[src/rtl/dbus_port_router_pkg.sv]
// Shared types for the data-side port router: bus request/response and the
// per-request routing record kept in each port's outstanding FIFO.
package dbus_port_router_pkg;

  localparam int unsigned MAX_PORTS = 4;

  typedef struct packed {
    logic        valid;
    logic [31:0] addr;
    logic [2:0]  size;
    logic [3:0]  strobe;
    logic [31:0] data;
  } dbus_req_t;

  typedef struct packed {
    logic        addr_ok;
    logic        data_ok;
    logic [31:0] data;
  } dbus_resp_t;

  typedef struct packed {
    logic       is_uncache;
    logic [1:0] lane;
  } route_entry_t;

  typedef logic [1:0] port_id_t;

endpackage

[src/rtl/dbus_port_router_route_fifo.sv]
// Small synchronous FIFO holding routing records for outstanding requests.
// A pop and a push in the same cycle are both honoured, even when full.
module dbus_port_router_route_fifo #(
  parameter int unsigned WIDTH = 3,
  parameter int unsigned DEPTH = 4
) (
  input  logic             clk,
  input  logic             reset,
  input  logic             push,
  input  logic             pop,
  input  logic [WIDTH-1:0] wdata,
  output logic [WIDTH-1:0] head,
  output logic             full,
  output logic             empty
);

  localparam int unsigned PTR_W = $clog2(DEPTH);

  logic [PTR_W-1:0] rd_ptr_q, wr_ptr_q;
  logic [PTR_W:0]   count_q;
  logic [WIDTH-1:0] mem_q [DEPTH];
  logic             do_push, do_pop;

  assign full    = (count_q == (PTR_W+1)'(DEPTH));
  assign empty   = (count_q == '0);
  assign do_pop  = pop & ~empty;
  assign do_push = push & (~full | do_pop);
  assign head    = mem_q[rd_ptr_q];

  always_ff @(posedge clk) begin
    if (reset) begin
      rd_ptr_q <= '0;
      wr_ptr_q <= '0;
      count_q  <= '0;
    end else begin
      if (do_push) wr_ptr_q <= wr_ptr_q + PTR_W'(1);
      if (do_pop)  rd_ptr_q <= rd_ptr_q + PTR_W'(1);
      if (do_push != do_pop) begin
        count_q <= do_push ? count_q + (PTR_W+1)'(1) : count_q - (PTR_W+1)'(1);
      end
    end
  end

  always_ff @(posedge clk) begin
    if (do_push) mem_q[wr_ptr_q] <= wdata;
  end

endmodule

[src/rtl/dbus_port_router.sv]
// Routes in-order CPU data ports onto compacted cache lanes or per-port uncache
// channels, and steers responses back through per-port/per-lane outstanding FIFOs.
module dbus_port_router
  import dbus_port_router_pkg::*;
#(
  parameter int unsigned NUM_PORTS = 2,
  parameter int unsigned DEPTH     = 4
) (
  input  logic                 clk,
  input  logic                 reset,
  input  dbus_req_t            preq     [NUM_PORTS],
  input  logic [NUM_PORTS-1:0] puncache,
  output dbus_resp_t           presp    [NUM_PORTS],
  output dbus_req_t            creq     [NUM_PORTS],
  input  dbus_resp_t           cresp    [NUM_PORTS],
  output dbus_req_t            ureq     [NUM_PORTS],
  input  dbus_resp_t           uresp    [NUM_PORTS]
);

  route_entry_t         port_wdata [NUM_PORTS];
  route_entry_t         port_head  [NUM_PORTS];
  port_id_t             lane_wdata [NUM_PORTS];
  port_id_t             lane_head  [NUM_PORTS];
  logic [31:0]          resp_data  [NUM_PORTS];
  logic [NUM_PORTS-1:0] port_push, port_pop, port_full, port_empty;
  logic [NUM_PORTS-1:0] lane_push, lane_pop, lane_full, lane_empty, lane_misroute;
  logic [NUM_PORTS-1:0] last_unc_q, blocked, addr_ok, resp_ok;

  for (genvar g = 0; g < NUM_PORTS; g++) begin : g_fifo
    dbus_port_router_route_fifo #(
      .WIDTH($bits(route_entry_t)),
      .DEPTH(DEPTH)
    ) u_port_fifo (
      .clk  (clk),
      .reset(reset),
      .push (port_push[g]),
      .pop  (port_pop[g]),
      .wdata(port_wdata[g]),
      .head (port_head[g]),
      .full (port_full[g]),
      .empty(port_empty[g])
    );

    dbus_port_router_route_fifo #(
      .WIDTH($bits(port_id_t)),
      .DEPTH(DEPTH)
    ) u_lane_fifo (
      .clk  (clk),
      .reset(reset),
      .push (lane_push[g]),
      .pop  (lane_pop[g]),
      .wdata(lane_wdata[g]),
      .head (lane_head[g]),
      .full (lane_full[g]),
      .empty(lane_empty[g])
    );
  end

  // Response steering: a port takes data only from the target its oldest entry names.
  always_comb begin
    logic taken;
    lane_pop      = '0;
    port_pop      = '0;
    resp_ok       = '0;
    lane_misroute = '0;
    for (int l = 0; l < NUM_PORTS; l++) begin
      lane_pop[l] = cresp[l].data_ok & ~lane_empty[l];
    end
    for (int p = 0; p < NUM_PORTS; p++) begin
      resp_data[p] = '0;
      if (!port_empty[p]) begin
        if (port_head[p].is_uncache) begin
          resp_ok[p]   = uresp[p].data_ok;
          resp_data[p] = uresp[p].data;
        end else begin
          for (int l = 0; l < NUM_PORTS; l++) begin
            if (port_head[p].lane == 2'(l)) begin
              resp_ok[p]   = lane_pop[l] & (lane_head[l] == 2'(p));
              resp_data[p] = cresp[l].data;
            end
          end
        end
      end
    end
    port_pop = resp_ok;
    for (int l = 0; l < NUM_PORTS; l++) begin
      taken = 1'b0;
      for (int p = 0; p < NUM_PORTS; p++) begin
        if (lane_head[l] == 2'(p) && !port_empty[p] && !port_head[p].is_uncache &&
            port_head[p].lane == 2'(l)) begin
          taken = 1'b1;
        end
      end
      lane_misroute[l] = lane_pop[l] & ~taken;
    end
  end

  // Request path: in-order blocking chain, cached requests packed onto the lowest free lanes.
  always_comb begin
    logic       chain, tgt_full, tgt_aok, hazard;
    logic [1:0] nlane;
    chain     = 1'b0;
    nlane     = '0;
    blocked   = '0;
    addr_ok   = '0;
    lane_push = '0;
    for (int l = 0; l < NUM_PORTS; l++) begin
      creq[l]       = '0;
      lane_wdata[l] = '0;
    end
    for (int i = 0; i < NUM_PORTS; i++) begin
      ureq[i]  = '0;
      tgt_full = 1'b0;
      tgt_aok  = 1'b0;
      for (int l = 0; l < NUM_PORTS; l++) begin
        if (nlane == 2'(l)) begin
          tgt_full = lane_full[l] & ~lane_pop[l];
          tgt_aok  = cresp[l].addr_ok;
        end
      end
      if (puncache[i]) begin
        tgt_full = 1'b0;
        tgt_aok  = uresp[i].addr_ok;
      end
      // Target switch uses the pre-pop view so a port never has two target classes in flight.
      hazard     = ~port_empty[i] & (last_unc_q[i] != puncache[i]);
      blocked[i] = chain | (preq[i].valid & ((port_full[i] & ~port_pop[i]) | tgt_full | hazard));
      chain      = blocked[i];
      addr_ok[i] = preq[i].valid & ~blocked[i] & tgt_aok & ~reset;
      port_wdata[i] = '{is_uncache: puncache[i], lane: nlane};
      if (preq[i].valid && !blocked[i] && !reset) begin
        if (puncache[i]) begin
          ureq[i] = preq[i];
        end else begin
          for (int l = 0; l < NUM_PORTS; l++) begin
            if (nlane == 2'(l)) begin
              creq[l]       = preq[i];
              lane_wdata[l] = 2'(i);
              lane_push[l]  = addr_ok[i];
            end
          end
          nlane = nlane + 2'd1;
        end
      end
    end
    port_push = addr_ok;
  end

  always_comb begin
    for (int p = 0; p < NUM_PORTS; p++) begin
      presp[p].addr_ok = addr_ok[p];
      presp[p].data_ok = resp_ok[p] & ~reset;
      presp[p].data    = (resp_ok[p] && !reset) ? resp_data[p] : '0;
    end
  end

  always_ff @(posedge clk) begin
    if (reset) begin
      last_unc_q <= '0;
    end else begin
      for (int i = 0; i < NUM_PORTS; i++) begin
        if (port_push[i]) last_unc_q[i] <= puncache[i];
      end
    end
  end

  always_ff @(posedge clk) begin
    if (!reset) begin
      for (int l = 0; l < NUM_PORTS; l++) begin
        assert (!(cresp[l].data_ok && lane_empty[l]))
          else $error("cache lane %0d data_ok with nothing outstanding", l);
        assert (!lane_misroute[l])
          else $error("cache lane %0d data_ok does not match its port's oldest entry", l);
      end
      for (int p = 0; p < NUM_PORTS; p++) begin
        assert (!(uresp[p].data_ok && (port_empty[p] || !port_head[p].is_uncache)))
          else $error("uncache channel %0d data_ok does not match port's oldest entry", p);
      end
    end
  end

endmodule
[config.mk]
export PLATFORM = sky130hd
export DESIGN_NAME = dbus_port_router
export DESIGN_NICKNAME = d
export VERILOG_FILES = /design/src/rtl/dbus_port_router_pkg.sv /design/src/rtl/dbus_port_router_route_fifo.sv /design/src/rtl/dbus_port_router.sv
export SDC_FILE = /design/constraint.sdc
export NUM_CORES = 1
export LEC_CHECK = 0
export ABC_CLOCK_PERIOD_IN_PS = 8000
export CORE_AREA = 2 2 246 248
export DETAILED_ROUTE_END_ITERATION = 7
export DIE_AREA = 0 0 248 250
export PLACE_DENSITY = 0.4
export SLEW_MARGIN = 30
export SYNTH_ARGS = -nofsm -noshare
export SYNTH_HDL_FRONTEND = slang
export SYNTH_SLANG_ARGS = --single-unit
[constraint.sdc]
create_clock -name clk -period 8 [get_ports clk]
set_input_delay 0.8 -clock clk [delete_from_list [all_inputs] [get_ports clk]]
set_output_delay 0.8 -clock clk [all_outputs]
set_load 0.005 [all_outputs]
# == Word-level counts from Yosys, hierarchy flattened ==
# Memories as Yosys holds them, arrays and structs flattened. A register that Yosys moved wholly into a read port is not among the register bits.
# Index checks and enable logic that the tools add are counted.
# totals
elab_cells,189
output_inout_bits,356
register_bits,30
ram_bits,24
in_bits,284
memories,4
# memory_table
memory,depth,word_bits,rd,rd_ports_with_merged_regs,wr,line_no,text
g_fifo[1].u_lane_fifo.mem_q,4,2,1,1,1,dbus_port_router_route_fifo.sv:21,logic [WIDTH-1:0] mem_q [DEPTH];
g_fifo[1].u_port_fifo.mem_q,4,2,1,1,1,dbus_port_router_route_fifo.sv:21,
g_fifo[0].u_lane_fifo.mem_q,4,1,1,1,1,dbus_port_router_route_fifo.sv:21,
g_fifo[0].u_port_fifo.mem_q,4,1,1,1,1,dbus_port_router_route_fifo.sv:21,
# classes
reduce_logical,18
n_bitwise,54
muxes,68
add_sub_neg,16
n_eq_ne,15
# ops
cell,count
72-bit two-way mux,8
32-bit two-way mux,10
144-bit two-way mux,2
1-bit two-way mux,32
1-bit AND,30
2-bit two-way mux,10
3-bit two-way mux,6
"2-bit by 1-bit adder with 2-bit output, second input constant",8
1-bit inverter,15
"3-bit by 1-bit adder with 3-bit output, second input constant",4
"3-bit equality test, second input constant",4
3-bit zero test,4
"3-bit by 1-bit subtractor with 3-bit output, second input constant",4
1-bit bitwise OR,9
"2-bit by 1-bit equality test with 1-bit output, second input constant",4
2-bit zero test,4
1-bit logical AND,6
1-bit inequality test,6
1-bit zero test,3
"2-bit by 1-bit equality test with 1-bit output, both inputs constant",1
"2-bit zero test, first input constant",1

# == Logic depth before layout (Yosys ltp) ==
# Gate-level depths: netlist of the first run.
# logic_depth
depth_word,35
depth_mapped,15
ltp_nobuf,13

# == By module ==
# From an unflattened synthesis of the first run, not the netlist that was laid out.
# unflattened
hier_cells,929
hier_area_um2,7816.2
# modules_own_cells
mod,cells_each,seq_area_each_um2,area_each_um2,n_inst
dbus_port_router,615,40.0,4170.2,1
dbus_port_router_route_fifo at g_fifo[1].u_port_fifo,81,540.5,983.4,1
dbus_port_router_route_fifo at g_fifo[0].u_port_fifo,81,540.5,982.2,1
dbus_port_router_route_fifo at g_fifo[1].u_lane_fifo,76,420.4,840.8,1
dbus_port_router_route_fifo at g_fifo[0].u_lane_fifo,76,420.4,839.6,1

# == Least setup slack after synthesis of the first run ==
# OpenSTA, ideal clock, no wires.
# synth_timing
path_kind,input to register
start,input reset
end,register g_fifo[1].u_port_fifo.count_q[1]
arrival_ns,3.464
required_time_ns,7.936
cell_stages,14
setup_time_ns,0.064
setup_slack_ns,4.472
path_buffers,2
path_cell_list,clkbuf_1 -> nand2b_1 -> a2111oi_4 -> o21ai_4 -> inv_4 -> mux2i_1 -> o21a_1 -> buf_4 -> nor2_1 -> inv_1 -> fa_1 -> nand2_1 -> or4_1 -> nand4_1
# synth_between
elab_chain_len,17
word_cells_on_any_way,23
cone_classes,eq/ne (2); mux (8); bitwise (10); reduce/logical (3)
# synth_lines
item,line_no,text
start: declaration,dbus_port_router.sv:10,"input logic reset,"
1-bit zero test,--,
1-bit logical AND,dbus_port_router.sv:131,if (preq[i].valid && !blocked[i] && !reset) begin
1-bit two-way mux,dbus_port_router.sv:131,
2-bit zero test,dbus_port_router.sv:116,if (nlane == 2'(l)) begin
1-bit two-way mux (2 in series),dbus_port_router.sv:116,
1-bit two-way mux,dbus_port_router.sv:121,if (puncache[i]) begin
1-bit bitwise OR (2 in series),dbus_port_router.sv:127,blocked[i] = chain | (preq[i].valid & ((port_full[i] & ~port_pop[i]) | tgt_full | hazard));
1-bit AND,dbus_port_router.sv:127,
1-bit bitwise OR,dbus_port_router.sv:127,
1-bit inverter,dbus_port_router.sv:129,addr_ok[i] = preq[i].valid & ~blocked[i] & tgt_aok & ~reset;
1-bit AND (2 in series),dbus_port_router.sv:129,
1-bit AND (*),dbus_port_router.sv:129,
via g_fifo[1].u_port_fifo.push,dbus_port_router_route_fifo.sv:9,"input logic push,"
1-bit AND (*),dbus_port_router_route_fifo.sv:27,assign do_push = push & (~full | do_pop);
3-bit two-way mux or 1-bit inequality test (tied branches),"dbus_port_router_route_fifo.sv:39, dbus_port_router_route_fifo.sv:38",
end signal: assignment,dbus_port_router_route_fifo.sv:39,count_q <= do_push ? count_q + (PTR_W+1)'(1) : count_q - (PTR_W+1)'(1);
end: declaration,dbus_port_router_route_fifo.sv:20,logic [PTR_W:0] count_q;
# Mark *: on every way through the listed nets, which the timed path passes. The rest lies on a longest branch.
# A chain may end at the register's enable or synchronous reset.

==> results of run 1 <==
## tightest hold or removal path: stages, from the launching register on
cell	delay, ns
sky130_fd_sc_hd__dfxtp_1	0.32
sky130_fd_sc_hd__o21ai_1	0.07
sky130_fd_sc_hd__a21oi_1	0.06
## metrics by stage
stage | std cells | hold slack [ns] | cell area [sq um] | power (W) | utilization
after global routing | 2347 | 0.5413 | 14380 | 0.002247 | 0.2414
after global placement | 2330 | 0.4966 | 14070 | 0.001740 | 0.2362
final | 2349 | 0.4976 | 14390 | 0.002099 | 0.2415
after detailed placement | 2330 | 0.4926 | 14070 | 0.001740 | 0.2362
after CTS | 2346 | 0.4997 | 14370 | 0.002138 | 0.2413
after floorplan | 981 | 0.4715 | 6909 | 0.001051 | -
## worst paths after layout
path / to / slack (ns)
setup / recovery: creq[28] / 2.68
hold / removal: last_unc_q[1] / 0.50
setup reg to reg: g_fifo[1].u_port_fifo.count_q[1] / 3.89
hold reg to reg: last_unc_q[1] / 0.50
## cell type report
class | instances | area (sq um)
Antenna cell | 3 | 7.507
Clock buffer | 13 | 260.3
Clock inverter | 3 | 40.04
Fill cell | 6538 | 45180
Inverter | 21 | 81.33
Multi-Input combinational cell | 815 | 5154
Sequential cell | 58 | 1361
Tap cell | 782 | 978.4
Timing Repair Buffer | 654 | 6504
## cells in the final DEF (no fill, tap or decap), types with 2 or more instances in the layout
cell,n
sky130_fd_sc_hd__nor2_1,102
sky130_fd_sc_hd__xnor2_1,7
sky130_fd_sc_hd__nand3_1,9
sky130_fd_sc_hd__a211o_1,2
sky130_fd_sc_hd__o21ai_0,79
sky130_fd_sc_hd__mux2_1,2
sky130_fd_sc_hd__a21oi_1,7
sky130_fd_sc_hd__or4_1,3
sky130_fd_sc_hd__diode_2,3
sky130_fd_sc_hd__clkbuf_1,2
sky130_fd_sc_hd__o221ai_1,2
sky130_fd_sc_hd__mux4_2,5
sky130_fd_sc_hd__ha_1,16
sky130_fd_sc_hd__edfxtp_1,20
sky130_fd_sc_hd__o211ai_1,4
sky130_fd_sc_hd__clkbuf_8,2
sky130_fd_sc_hd__buf_4,15
sky130_fd_sc_hd__o31a_1,4
sky130_fd_sc_hd__nand2b_1,2
sky130_fd_sc_hd__inv_1,20
sky130_fd_sc_hd__fa_1,4
sky130_fd_sc_hd__nand2_1,166
sky130_fd_sc_hd__nor3_1,7
sky130_fd_sc_hd__nor4b_2,2
sky130_fd_sc_hd__o21ai_1,4
sky130_fd_sc_hd__clkinv_2,2
sky130_fd_sc_hd__xor2_1,6
sky130_fd_sc_hd__nor3_4,3
sky130_fd_sc_hd__a211oi_1,33
sky130_fd_sc_hd__clkdlybuf4s50_1,638
sky130_fd_sc_hd__o21ai_4,2
sky130_fd_sc_hd__nor2b_1,3
sky130_fd_sc_hd__and3_1,80
sky130_fd_sc_hd__o22ai_1,2
sky130_fd_sc_hd__mux2i_1,73
sky130_fd_sc_hd__a21o_1,2
sky130_fd_sc_hd__nand4_1,3
sky130_fd_sc_hd__and2_1,151
sky130_fd_sc_hd__clkbuf_16,9
sky130_fd_sc_hd__dfxtp_1,38
## metal layers
| metal | vias up | GRT usage |
|---|---|---|
| met5 | - | 0 |
| met4 | 10 | 0.05287 |
| met3 | 58 | 0.04312 |
| met2 | 468 | 0.2999 |
| met1 | 4413 | 0.1614 |
| li1 | 4507 | - |
## power breakdown
group,total (W),leakage (nW),internal [W],switching (W)
logic,0.00130,4.96,0.000644,0.000653
registers,0.000418,0.494,0.000358,0.0000601
clock network,0.000384,0.150,0.000256,0.000127
## cells by family after synthesis
| logic type | share of synthesized area |
|---|---|
| buffers and inverters | 0.06320 |
| multiplexers | 0.1291 |
| flip-flops | 0.1970 |
| AO/OA/AOI/OAI | 0.1503 |
| XOR/XNOR | 0.01883 |
| adder cells (fa/ha/maj) | 0.04057 |
| AND/OR/NAND/NOR | 0.4009 |
==> run metrics, run 1 <==
cell type of the slowest stage on the worst timing path sky130_fd_sc_hd__mux4_2; share of post-route cells with drive strength above 1 0.04028; P_leak 5.602 nW; routability congestion estimate from global placement 0.8523; peak clock frequency supported by timing 0.1878 GHz; via total after detailed routing 9456; amount of wire on met2 after detailed routing 27080 um; final critical-path required period 5.325 ns; total overflow reported by the global router 0; number of DRC violations after detailed routing 0; final routed wire length divided by cell count 21.99 um; core region area 59570 sq um; crit-path leading delay family buffers and inverters; #FFs+latches synth 58; Placement Rows 90; cell area after synthesis 6909 sq um; critical path, cell by cell mux4_2 -> buf_4 -> nor3b_4 -> o31ai_2 -> a31oi_2 -> nand2_1 -> nor3_4 -> buf_4 -> and2_1 -> clkdlybuf4s50_1; cell with the most instances after synthesis sky130_fd_sc_hd__nand2_1; HP Class reg -> reg; cells taking the most area after synthesis sky130_fd_sc_hd__and2_1, sky130_fd_sc_hd__dfxtp_1, sky130_fd_sc_hd__mux2i_1; number of sinks on the clock net 58; arrival time of the worst setup path 4.52 ns; portion of synthesized cell area occupied by the leading cell type 0.1367; worst stage delay on the critical path 0.53 ns; crit-path most repeated cell sky130_fd_sc_hd__buf_4; number of antenna violations at the first check in global routing 9; post-place setup slack 2.716 ns; most common library cells after synthesis sky130_fd_sc_hd__nand2_1, sky130_fd_sc_hd__and2_1, sky130_fd_sc_hd__nor2_1; slack of the critical path 2.675 ns; H-tree level count 3; TritonCTS buffer count 9; final WL 51650 um; number of nets at the end of the flow 1863; average cell area after synthesis 7.043 sq um; cell area power density 145.9 nW/um^2; overall global routing resource usage 0.1569; Die Wd 248 um; slew at the pin closest to its max-slew limit 0.9619 ns; initial cell density of the core 0.1160; Required @ worst endpoint 7.20 ns; TritonRoute pass-1 iters 4; clock-pin slew on the worst setup and hold paths 0.05 ns; Mapped Nets 1285; CP Class reg -> out; Bufs on Longest Clock Path 2; Clock Skews 0.008086 ns; Synthesis Warnings 0; depth of the worst hold-timing path 2; Clk Latency, worst-skew pair 0.33 ns; vertical die dimension 250 um; number of distinct standard cells referenced by the synthesized netlist 66; area grow syn2layout 108.2%; detailed router's first-iteration violation count 371; max-cap check violation count 0; uppermost layer routed met5; kind of start point of the critical path register; most common flop cell mapped by yosys sky130_fd_sc_hd__dfxtp_1; Top-Level Pins 640; worst hold start last_unc_q[1]; endpoint kind of the worst setup timing path output pin; maximum net fanout on the critical path 72; total number of cells along the worst setup path 10; HPWL reported at the end of detailed placement 43190 um; final setup violation count 0; ys async rst share 0; number of flops mapped to enable cells by yosys 20; CTS root buffer sky130_fd_sc_hd__clkbuf_16; number of endpoints with negative hold slack in the final report 0; cts repair resizes 0; Final Slew Violations 0; worst reg-to-reg path cell count 12; clock tree from TritonCTS done; wire length of the first global-routing pass 70010 um; via density per instance 4.026; number of buffers and inverters on the critical path 3; Met3 Wirelength 4239 um; VDD IR max 113.4 uV; relative max-transition margin 0.3587; via count of the first global-routing pass 9511; final period utilization 0.6656; Post-Route M1 WL 18790 um; die area 62000 sq um; register area share after synthesis 0.1970; maximum number of pins on one net before global-route repair 77; unrepaired setup endpoints after global routing no; count of input and output buffers 639; post-synthesis cell type with the largest combined area sky130_fd_sc_hd__and2_1; hold-fix buffer count after cts 0; Post-Synthesis Cells 981; number of buffers added for setup after CTS 0; TNS Setup 0 ns; outcome completed; number of antenna-violating nets in the routed design 0
Power figures use the tool's default switching activity.
==> inputs of run 2 (changes only) <==
--- a/config.mk
+++ b/config.mk
@@ -5,7 +5,7 @@
 export SDC_FILE = /design/constraint.sdc
 export NUM_CORES = 1
 export LEC_CHECK = 0
-export ABC_CLOCK_PERIOD_IN_PS = 8000
+export ABC_CLOCK_PERIOD_IN_PS = 5300
 export CORE_AREA = 2 2 246 248
 export DETAILED_ROUTE_END_ITERATION = 7
 export DIE_AREA = 0 0 248 250
==> constraint.sdc (replaced) <==
create_clock -name clk -period 5.3 [get_ports clk]
set_input_delay 0.53 -clock clk [delete_from_list [all_inputs] [get_ports clk]]
set_output_delay 0.53 -clock clk [all_outputs]
set_load 0.005 [all_outputs]
==> run 2 against run 1 <==
Effect of this change: design area grew 0.60%; register-to-register slack lost 2.3 ns; setup slack lost 1.8 ns; utilization grew 0.14 points; sequential share of layout area shrank 0.056 points; sequential power grew 51%; first-iteration DRC count grew 3.0%; largest power group unchanged.
==> run metrics, run 2 (synthesis gave the netlist of run 1 again) <==
critical path, cell by cell clkdlybuf4s50_1 -> buf_4 -> nand2b_1 -> a2111oi_4 -> o21ai_4 -> buf_4 -> nand2_1 -> o21ai_0 -> clkdlybuf4s50_1; TritonRoute pass-1 iters 5 (+1); endpoint kind of the worst setup timing path output pin; number of antenna-violating nets in the routed design 0 (unchanged); routability congestion estimate from global placement 0.8584 (+0.72%); initial cell density of the core 0.1160 (unchanged); clock-pin slew on the worst setup and hold paths 0.05 ns (about the same); Top-Level Pins 640 (unchanged); HP Class reg -> reg; Bufs on Longest Clock Path 2 (unchanged); relative max-transition margin 0.3649 (+0.006173); TritonCTS buffer count 9 (unchanged); area grow syn2layout 109.5%; unrepaired setup endpoints after global routing no; outcome completed; HPWL reported at the end of detailed placement 43060 um (-0.31%); die area 62000 sq um (unchanged); number of antenna violations at the first check in global routing 6 (-3); detailed router's first-iteration violation count 382 (+3.0%); H-tree level count 3 (unchanged); TNS Setup 0 ns (unchanged); CTS root buffer sky130_fd_sc_hd__clkbuf_16; clock tree from TritonCTS done; P_leak 5.641 nW (+0.69%); kind of start point of the critical path input port; Placement Rows 90 (unchanged); Die Wd 248 um (unchanged); total overflow reported by the global router 0 (unchanged); max-cap check violation count 0 (unchanged); arrival time of the worst setup path 3.86 ns (-0.66 ns); number of nets at the end of the flow 1868 (+0.27%); slew at the pin closest to its max-slew limit 0.9527 ns (-0.009258 ns); via total after detailed routing 9501 (+0.48%); crit-path leading delay family buffers and inverters; hold-fix buffer count after cts 0 (unchanged); share of the core filled with cells in the final layout 0.2430 (+0.001449); vertical die dimension 250 um (unchanged); via count of the first global-routing pass 9596 (+0.89%); footprint of the flip-flops and latches 1361 sq um (unchanged); final setup violation count 0 (unchanged); cell type of the slowest stage on the worst timing path sky130_fd_sc_hd__buf_4; multi-input gate area in the final layout 5154 sq um (unchanged); number of sinks on the clock net 58 (unchanged); via density per instance 4.036 (+0.26%); final period utilization 0.8284; final-layout fill cell count 6587 (+0.75%); commonest non-fill, non-tap cell in the layout sky130_fd_sc_hd__clkdlybuf4s50_1; CP Class in -> out; number of buffers added for setup after CTS 0 (unchanged); overall global routing resource usage 0.1552 (-0.001702); core region area 59570 sq um (unchanged); Clk Latency, worst-skew pair 0.33 ns (about the same); VDD IR max 162.5 uV (+43%); final routed wire length divided by cell count 21.73 um (-1.2%); number of endpoints with negative hold slack in the final report 0 (unchanged); top library cells by usage in the layout, fill and taps aside sky130_fd_sc_hd__clkdlybuf4s50_1, sky130_fd_sc_hd__nand2_1, sky130_fd_sc_hd__and2_1; worst stage delay on the critical path 0.68 ns (+0.15 ns); final WL 51150 um (-0.98%); maximum net fanout on the critical path 75 (+4.2%); number of DRC violations after detailed routing 0 (unchanged); cell area power density 219.7 nW/um^2 (+51%); Required @ worst endpoint 4.77 ns (-2.43 ns); maximum number of pins on one net before global-route repair 77 (unchanged); count of input and output buffers 639 (unchanged); number of buffers and inverters on the critical path 4 (+1); final critical-path required period 4.390 ns; peak clock frequency supported by timing 0.2278 GHz; wire length of the first global-routing pass 69590 um (-0.61%); Final Slew Violations 0 (unchanged); Clock Skews 0.006415 ns (-0.001671 ns); cts repair resizes 0 (unchanged); share of post-route cells with drive strength above 1 0.04334 (+0.003058)
-- run 2: layer usage --
metal  up-vias  wire length (um)  track usage
li1       4514                 -            -
met5         -                44            0
met2       460             27270       0.3043
met1      4472             19160       0.1650
met4         6              1290      0.04226
met3        49              3379      0.02968
-- run 2: power by group --
| group | internal [W] | switching (W) | leakage, nW |
|---|---|---|---|
| clock network | 0.000360 | 0.000200 | 0.144 |
| logic | 0.000997 | 0.000991 | 5.00 |
| registers | 0.000539 | 0.0000920 | 0.494 |
| total | 0.00190 | 0.00128 | 5.64 |
-- run 2: cell type report --
type,instances,share of cell area
timing repair buffer,659,0.4563
multi-input combinational,815,0.3561
sequential,58,0.09406
tap,782,0.06761
clock buffer,10,0.01582
inverter,21,0.005619
clock inverter,6,0.003977
antenna,3,0.0005187
-- run 2: final timing paths --
check	startpoint	to	slack, ns	cells past startpoint
worst min register to register	last_unc_q[1]	last_unc_q[1]	0.50	2
worst max register to register	register	g_fifo[0].u_lane_fifo.count_q[2]	1.57	13
worst max-delay path	reset	creq[136]	0.91	9
worst min-delay path	last_unc_q[1]	last_unc_q[1]	0.50	2
-- run 2: worst register-to-register path, cell delays in order (launching register included) --
cell                       delay (ns)
sky130_fd_sc_hd__dfxtp_1         0.45
sky130_fd_sc_hd__mux4_2          0.63
sky130_fd_sc_hd__nor3b_4         0.28
sky130_fd_sc_hd__o31ai_2         0.12
sky130_fd_sc_hd__a31oi_2         0.34
sky130_fd_sc_hd__a31oi_1         0.24
sky130_fd_sc_hd__inv_1           0.22
sky130_fd_sc_hd__nand2_1         0.12
sky130_fd_sc_hd__fa_1            0.55
sky130_fd_sc_hd__nand2_1         0.13
sky130_fd_sc_hd__nor2_1          0.05
sky130_fd_sc_hd__a211oi_1        0.25
sky130_fd_sc_hd__a211o_1         0.13
sky130_fd_sc_hd__o221ai_1        0.09
-- run 2: stage by stage --
| stage | instances | power [W] | setup WS, ns | area (sq um) | hold slack, ns |
|---|---|---|---|---|---|
| 6_report | 2354 | 0.003179 | 0.9096 | 14470 | 0.4954 |
| 3_5_place_dp | 2335 | 0.002654 | 0.8823 | 14180 | 0.4872 |
| 5_1_grt | 2351 | 0.003397 | 0.7115 | 14470 | 0.5419 |
| 2_1_floorplan | 981 | 0.001587 | 1.784 | 6909 | 0.4715 |
| 4_1_cts | 2351 | 0.003235 | 0.8605 | 14470 | 0.4955 |
| 3_3_place_gp | 2335 | 0.002645 | 0.7549 | 14170 | 0.4824 |
==> inputs of run 3 (changes only) <==
--- a/config.mk
+++ b/config.mk
@@ -5,7 +5,7 @@
 export SDC_FILE = /design/constraint.sdc
 export NUM_CORES = 1
 export LEC_CHECK = 0
-export ABC_CLOCK_PERIOD_IN_PS = 5300
+export ABC_CLOCK_PERIOD_IN_PS = 4500
 export CORE_AREA = 2 2 246 248
 export DETAILED_ROUTE_END_ITERATION = 7
 export DIE_AREA = 0 0 248 250
==> constraint.sdc (replaced) <==
create_clock -name clk -period 4.5 [get_ports clk]
set_input_delay 0.45 -clock clk [delete_from_list [all_inputs] [get_ports clk]]
set_output_delay 0.45 -clock clk [all_outputs]
set_load 0.005 [all_outputs]
==> run 3 against run 2 <==
Effect of this change: first-iteration DRC count is 22% lower; final cell count is 0.42% higher; global-route usage is 0.17 points higher; count of clock-buffer cells in the layout stayed put; sequential power is 18% higher.
==> run metrics, run 3 (synthesis gave the netlist of run 1 again) <==
core region area 59570 sq um (unchanged); net switching component of the power 0.001548 W (+21%); clock-pin slew on the worst setup and hold paths 0.05 ns (about the same); count of input and output buffers 639 (unchanged); number of DRC violations after detailed routing 0 (unchanged); TritonCTS buffer count 9 (unchanged); CTS root buffer sky130_fd_sc_hd__clkbuf_16; number of nets at the end of the flow 1880 (+0.64%); arrival time of the worst setup path 3.68 ns (-0.18 ns); cts repair resizes 0 (unchanged); vertical die dimension 250 um (unchanged); HP Class reg -> reg; final critical-path required period 4.128 ns; number of sinks on the clock net 58 (unchanged); WHS 0.5005 ns (+0.005141 ns); final period utilization 0.9174; final setup violation count 0 (unchanged); peak clock frequency supported by timing 0.2422 GHz; Switching Fraction 0.4100 (+0.006431); initial cell density of the core 0.1160 (unchanged); wire length of the first global-routing pass 71100 um (+2.2%); number of buffers added for setup after CTS 0 (unchanged); Die Wd 248 um (unchanged); detailed router's first-iteration violation count 299 (-22%); routability congestion estimate from global placement 0.8442 (-1.7%); final routed wire length divided by cell count 21.95 um (+1.0%); Top-Level Pins 640 (unchanged); number of antenna violations at the first check in global routing 10 (+4); kind of start point of the critical path register; H-tree level count 3 (unchanged); number of endpoints with negative hold slack in the final report 0 (unchanged); Placement Rows 90 (unchanged); Required @ worst endpoint 4.05 ns (-0.72 ns); max-cap check violation count 0 (unchanged); die area 62000 sq um (unchanged); outcome completed; slew at the pin closest to its max-slew limit 0.9500 ns (-0.002671 ns); share of post-route cells with drive strength above 1 0.05756 (+0.01422); Final Slew Violations 0 (unchanged); commonest non-fill, non-tap cell in the layout sky130_fd_sc_hd__clkdlybuf4s50_1; multi-input gate area in the final layout 5147 sq um (-0.12%); proportion of power drawn by the clock network 0.168 (-0.008); top library cells by usage in the layout, fill and taps aside sky130_fd_sc_hd__clkdlybuf4s50_1, sky130_fd_sc_hd__nand2_1, sky130_fd_sc_hd__and2_1; sequential share of power 0.196 (-0.003); TNS Setup 0 ns (unchanged); HPWL reported at the end of detailed placement 43590 um (+1.2%); number of antenna-violating nets in the routed design 0 (unchanged); endpoint kind of the worst setup timing path output pin; total overflow reported by the global router 0 (unchanged); unrepaired setup endpoints after global routing no; hold-fix buffer count after cts 0 (unchanged); P_leak 5.715 nW (+1.3%); final-layout fill cell count 6605 (+0.27%); maximum number of pins on one net before global-route repair 77 (unchanged); Clock Skews 0.004288 ns (-0.002126 ns); worst hold start last_unc_q[1]; via total after detailed routing 9537 (+0.38%); TritonRoute pass-1 iters 4 (-1); Clk Latency, worst-skew pair 0.33 ns (about the same); via count of the first global-routing pass 9842 (+2.6%); cell-internal power 0.002227 W (+17%); footprint of the flip-flops and latches 1361 sq um (unchanged); CP Class reg -> out; area grow syn2layout 110.7%; relative max-transition margin 0.3577 (-0.007143); maximum net fanout on the critical path 72 (-4.0%); overall global routing resource usage 0.1570 (+0.001747); VDD IR max 209.3 uV (+29%); via density per instance 4.034 (about the same); final WL 51900 um (+1.5%); share of the core filled with cells in the final layout 0.2444 (+0.001407); clock tree from TritonCTS done; cell area power density 259.3 nW/um^2 (+18%); fraction of power consumed by combinational cells 0.635 (+0.010); Bufs on Longest Clock Path 2 (unchanged)
## run 3: critical path, stage by stage (launching register included)
cell,delay [ns]
sky130_fd_sc_hd__dfxtp_1,0.46
sky130_fd_sc_hd__mux4_2,0.64
sky130_fd_sc_hd__nor3b_4,0.27
sky130_fd_sc_hd__o31ai_2,0.12
sky130_fd_sc_hd__a31oi_2,0.37
sky130_fd_sc_hd__nand2_1,0.18
sky130_fd_sc_hd__nor3_4,0.23
sky130_fd_sc_hd__buf_12,0.26
sky130_fd_sc_hd__and2_1,0.18
sky130_fd_sc_hd__clkdlybuf4s50_1,0.56
## run 3: path summary, 6_finish.rpt
check	end	cells after the start	slack, ns
setup / recovery	creq[25]	9	0.37
hold / removal	last_unc_q[1]	2	0.50
hold reg to reg	last_unc_q[1]	2	0.50
setup reg to reg	g_fifo[0].u_lane_fifo.count_q[2]	13	0.77
## run 3: per-layer routing
metal  track usage  wire length [um]
met1        0.1709             19850
met3       0.03495              3854
met5             0                52
met2        0.3056             27480
met4       0.02908               664
## run 3: layout make-up
cell class,instances,area share
Timing Repair Buffer,671,0.4605
Multi-Input combinational cell,815,0.3536
Inverter,21,0.005587
Clock inverter,6,0.002922
Tap cell,782,0.06722
Clock buffer,10,0.01642
Antenna cell,1,0.0001719
Sequential cell,58,0.09352
## run 3: power by group through the flow
stage	logic [W]	registers, W	clock network [W]
finish	0.00240	0.000742	0.000635
global route	0.00261	0.000756	0.000679
global placement	0.00242	0.000750	0
detailed placement	0.00243	0.000752	0
floorplan	0.00114	0.000725	0
CTS	0.00245	0.000742	0.000648
## run 3: stage by stage
step / worst slack, ns / instances / area [sq um] / power [W]
6_report: 0.3717 / 2364 / 14560 / 0.003775
4_1_cts: 0.3251 / 2363 / 14550 / 0.003835
5_1_grt: 0.1645 / 2364 / 14560 / 0.004043
3_3_place_gp: 0.4962 / 2347 / 14270 / 0.003169
3_5_place_dp: 0.4638 / 2347 / 14270 / 0.003183
2_1_floorplan: 0.9843 / 981 / 6909 / 0.001869
==> patch, RTL diff (settings of run 2) <==
Change the parameter `NUM_PORTS` from 2 to 1.
--- a/src/rtl/dbus_port_router.sv
+++ b/src/rtl/dbus_port_router.sv
@@ -3,7 +3,7 @@
 module dbus_port_router
   import dbus_port_router_pkg::*;
 #(
-  parameter int unsigned NUM_PORTS = 2,
+  parameter int unsigned NUM_PORTS = 1,
   parameter int unsigned DEPTH     = 4
 ) (
   input  logic                 clk,
Interface: changed (7 resized); port bits go from 640 to 321. The function was not compared with the original's and may differ.
==> patch against run 2 <==
Total power down 67%. Setup slack better by 0.088 ns. Routed wire length down 73%. Clock power down 72%. Largest cell class unchanged. Area after synthesis down 66%. Sequential share of layout area down 3.7 points. Sequential cell count down 41. Non-clock buffer count down 332. Worst hold slack better by 0.027 ns. Critical endpoint is now creq[34]. Combinational power down 65%. Final area down 54%. Register-to-register slack better by 0.26 ns.
==> patch: results (changes against run 2) <==
Detailed routing
The routed length on met2 is 6610 microns (-76%). The number of iterations in the first detailed-routing pass is 4 (-1). The routed metal-1 wire length is 4960 microns (-74%).

The met3 wire length was 1930 microns (-43%). The highest signal layer in the routed design is met4. The routed length per placed instance came to 9.76 microns (-55%).

The DRC marker count from the first detailed-route iteration is 62 (-84%). The via count of the routed design is 3,328 (-65%).

Yosys
Sorting the synthesized cells by how often they occur yields 147 x sky130_fd_sc_hd__and2_1, 44 x sky130_fd_sc_hd__nor2_1, 38 x sky130_fd_sc_hd__mux2i_1. The part of the Yosys area used for sequential elements was 0.160 (-0.0368). The number of library cell types mapped by synthesis is 33 (-50%).

The number of flops mapped to enable cells by yosys is 4 (-80%). By area the synthesized netlist is led by sky130_fd_sc_hd__and2_1 39%, sky130_fd_sc_hd__mux2i_1 16%, sky130_fd_sc_hd__dfxtp_1 11%. The net count of the mapped netlist was 471 (-63%).

Finish
The data-path buffer share of cell area in the final layout is 0.495 (+0.0382). The area taken by flip-flops and latches is 380 sq um (-72%). The number of combinational gates with multiple inputs is 273 (-67%). The fraction of layout instances using a drive strength above 1 is 0.0319 (-0.0114). The number of clock buffers in the layout is 3 (-7). The number of ordinary and repair buffers in the finished layout is 327 (-50%). The count of inverters other than clock inverters in the layout is 6 (-71%).

The multi-input logic portion of the cell area was 0.284 (-0.0721). The layout filler cell count is 6,820 (+3.5%). The net count of the finished layout is 777 (-58%). The portion of the layout cell area used by clock cells is 0.0121 (-0.00768).

Power
The combinational group power was 0.703 mW (-65%). The worst vdd rail ir drop is 0.138 mV (-15%). The sequential logic power is 0.186 mW (-71%). The leakage power of the design is 2.27 nW (-60%). The total internal power is 0.684 mW (-64%).

Critical path
The data arrival time at the worst-slack endpoint is 3.77 ns (-0.09 ns). The critical-path cell with the highest stage delay is sky130_fd_sc_hd__nor2_4. The biggest cell delay along the critical path is 0.62 ns (-0.06 ns). The biggest fanout along the worst timing path is 37 (-51%).

Place
The global placement routability congestion was 0.753 (-12%). The count of input and output buffers is 320 (-50%). The pre-CTS setup slack is 1.02 ns (+0.141 ns). The total half-perimeter wirelength after legalization and detailed placement came to 11,700 microns (-73%).

Global routing
The initial antenna violation count came to 2 (-4). The pin count of the biggest net entering global routing is 74 (-3.9%). The via count of the first global-routing pass is 3,419 (-64%). The met1 track demand over resource in global routing came to 0.0407 (-0.124). The global-route usage over all layers is 0.0410 (-0.114). The met3 capacity usage during global routing is 0.0152 (-0.0145).

The first-pass GRT wire length was 19,200 microns (-72%). The met2 routing resource usage after global routing is 0.0792 (-0.225).

Status
The run finished with clean final reports.

Clock network
The H-tree depth reported by CTS is 1 (-2). The sink count of the clock tree was 17 (-71%).

Timing
The remaining max-slew budget at the tightest pin is 0.467 (+0.102). The final worst clock skew is 0.00302 ns (-0.00340 ns).
-- patch: cell types whose count changed after synthesis, moves of 16 or more --
cell                       change
sky130_fd_sc_hd__nand2_1     -164
sky130_fd_sc_hd__mux2i_1      -35
sky130_fd_sc_hd__and3_1       -81
sky130_fd_sc_hd__clkbuf_1     -45
sky130_fd_sc_hd__edfxtp_1     -16
sky130_fd_sc_hd__dfxtp_1      -25
sky130_fd_sc_hd__o21ai_0      -78
sky130_fd_sc_hd__a211oi_1     -33
sky130_fd_sc_hd__nor2_1       -58
-- patch: path summary, 6_finish.rpt --
check	slack, ns	endpoint	start	depth (start not counted)
worst max-delay path	1.0	creq[34]	g_fifo[0].u_port_fifo.mem_q[0]	8
worst min-delay path	0.52	g_fifo[0].u_port_fifo.count_q[1]	g_fifo[0].u_port_fifo.count_q[1]	2
worst max register to register	1.83	g_fifo[0].u_lane_fifo.count_q[2]	g_fifo[0].u_port_fifo.mem_q[0]	10
worst min register to register	0.52	g_fifo[0].u_port_fifo.count_q[1]	g_fifo[0].u_port_fifo.count_q[1]	2
-- patch: kinds of logic after synthesis --
group                    count (synthesis)  share of synthesized area
XOR/XNOR                                 6                     0.0221
AO/OA/AOI/OAI                            7                     0.0221
flip-flops                              17                      0.160
adder cells (fa/ha/maj)                  6                     0.0380
AND/OR/NAND/NOR                        211                      0.515
multiplexers                            43                      0.189
buffers and inverters                   32                     0.0543
-- patch: per-stage QoR --
| step | cells | util | power [mW] | instance area [sq um] |
|---|---|---|---|---|
| floorplan | 322 | - | 0.516 | 2370 |
| global placement | 1405 | 0.110 | 0.914 | 6530 |
| detailed placement | 1405 | 0.110 | 0.911 | 6530 |
| CTS | 1409 | 0.111 | 1.07 | 6610 |
| global route | 1409 | 0.111 | 1.14 | 6610 |
| finish | 1410 | 0.111 | 1.04 | 6610 |
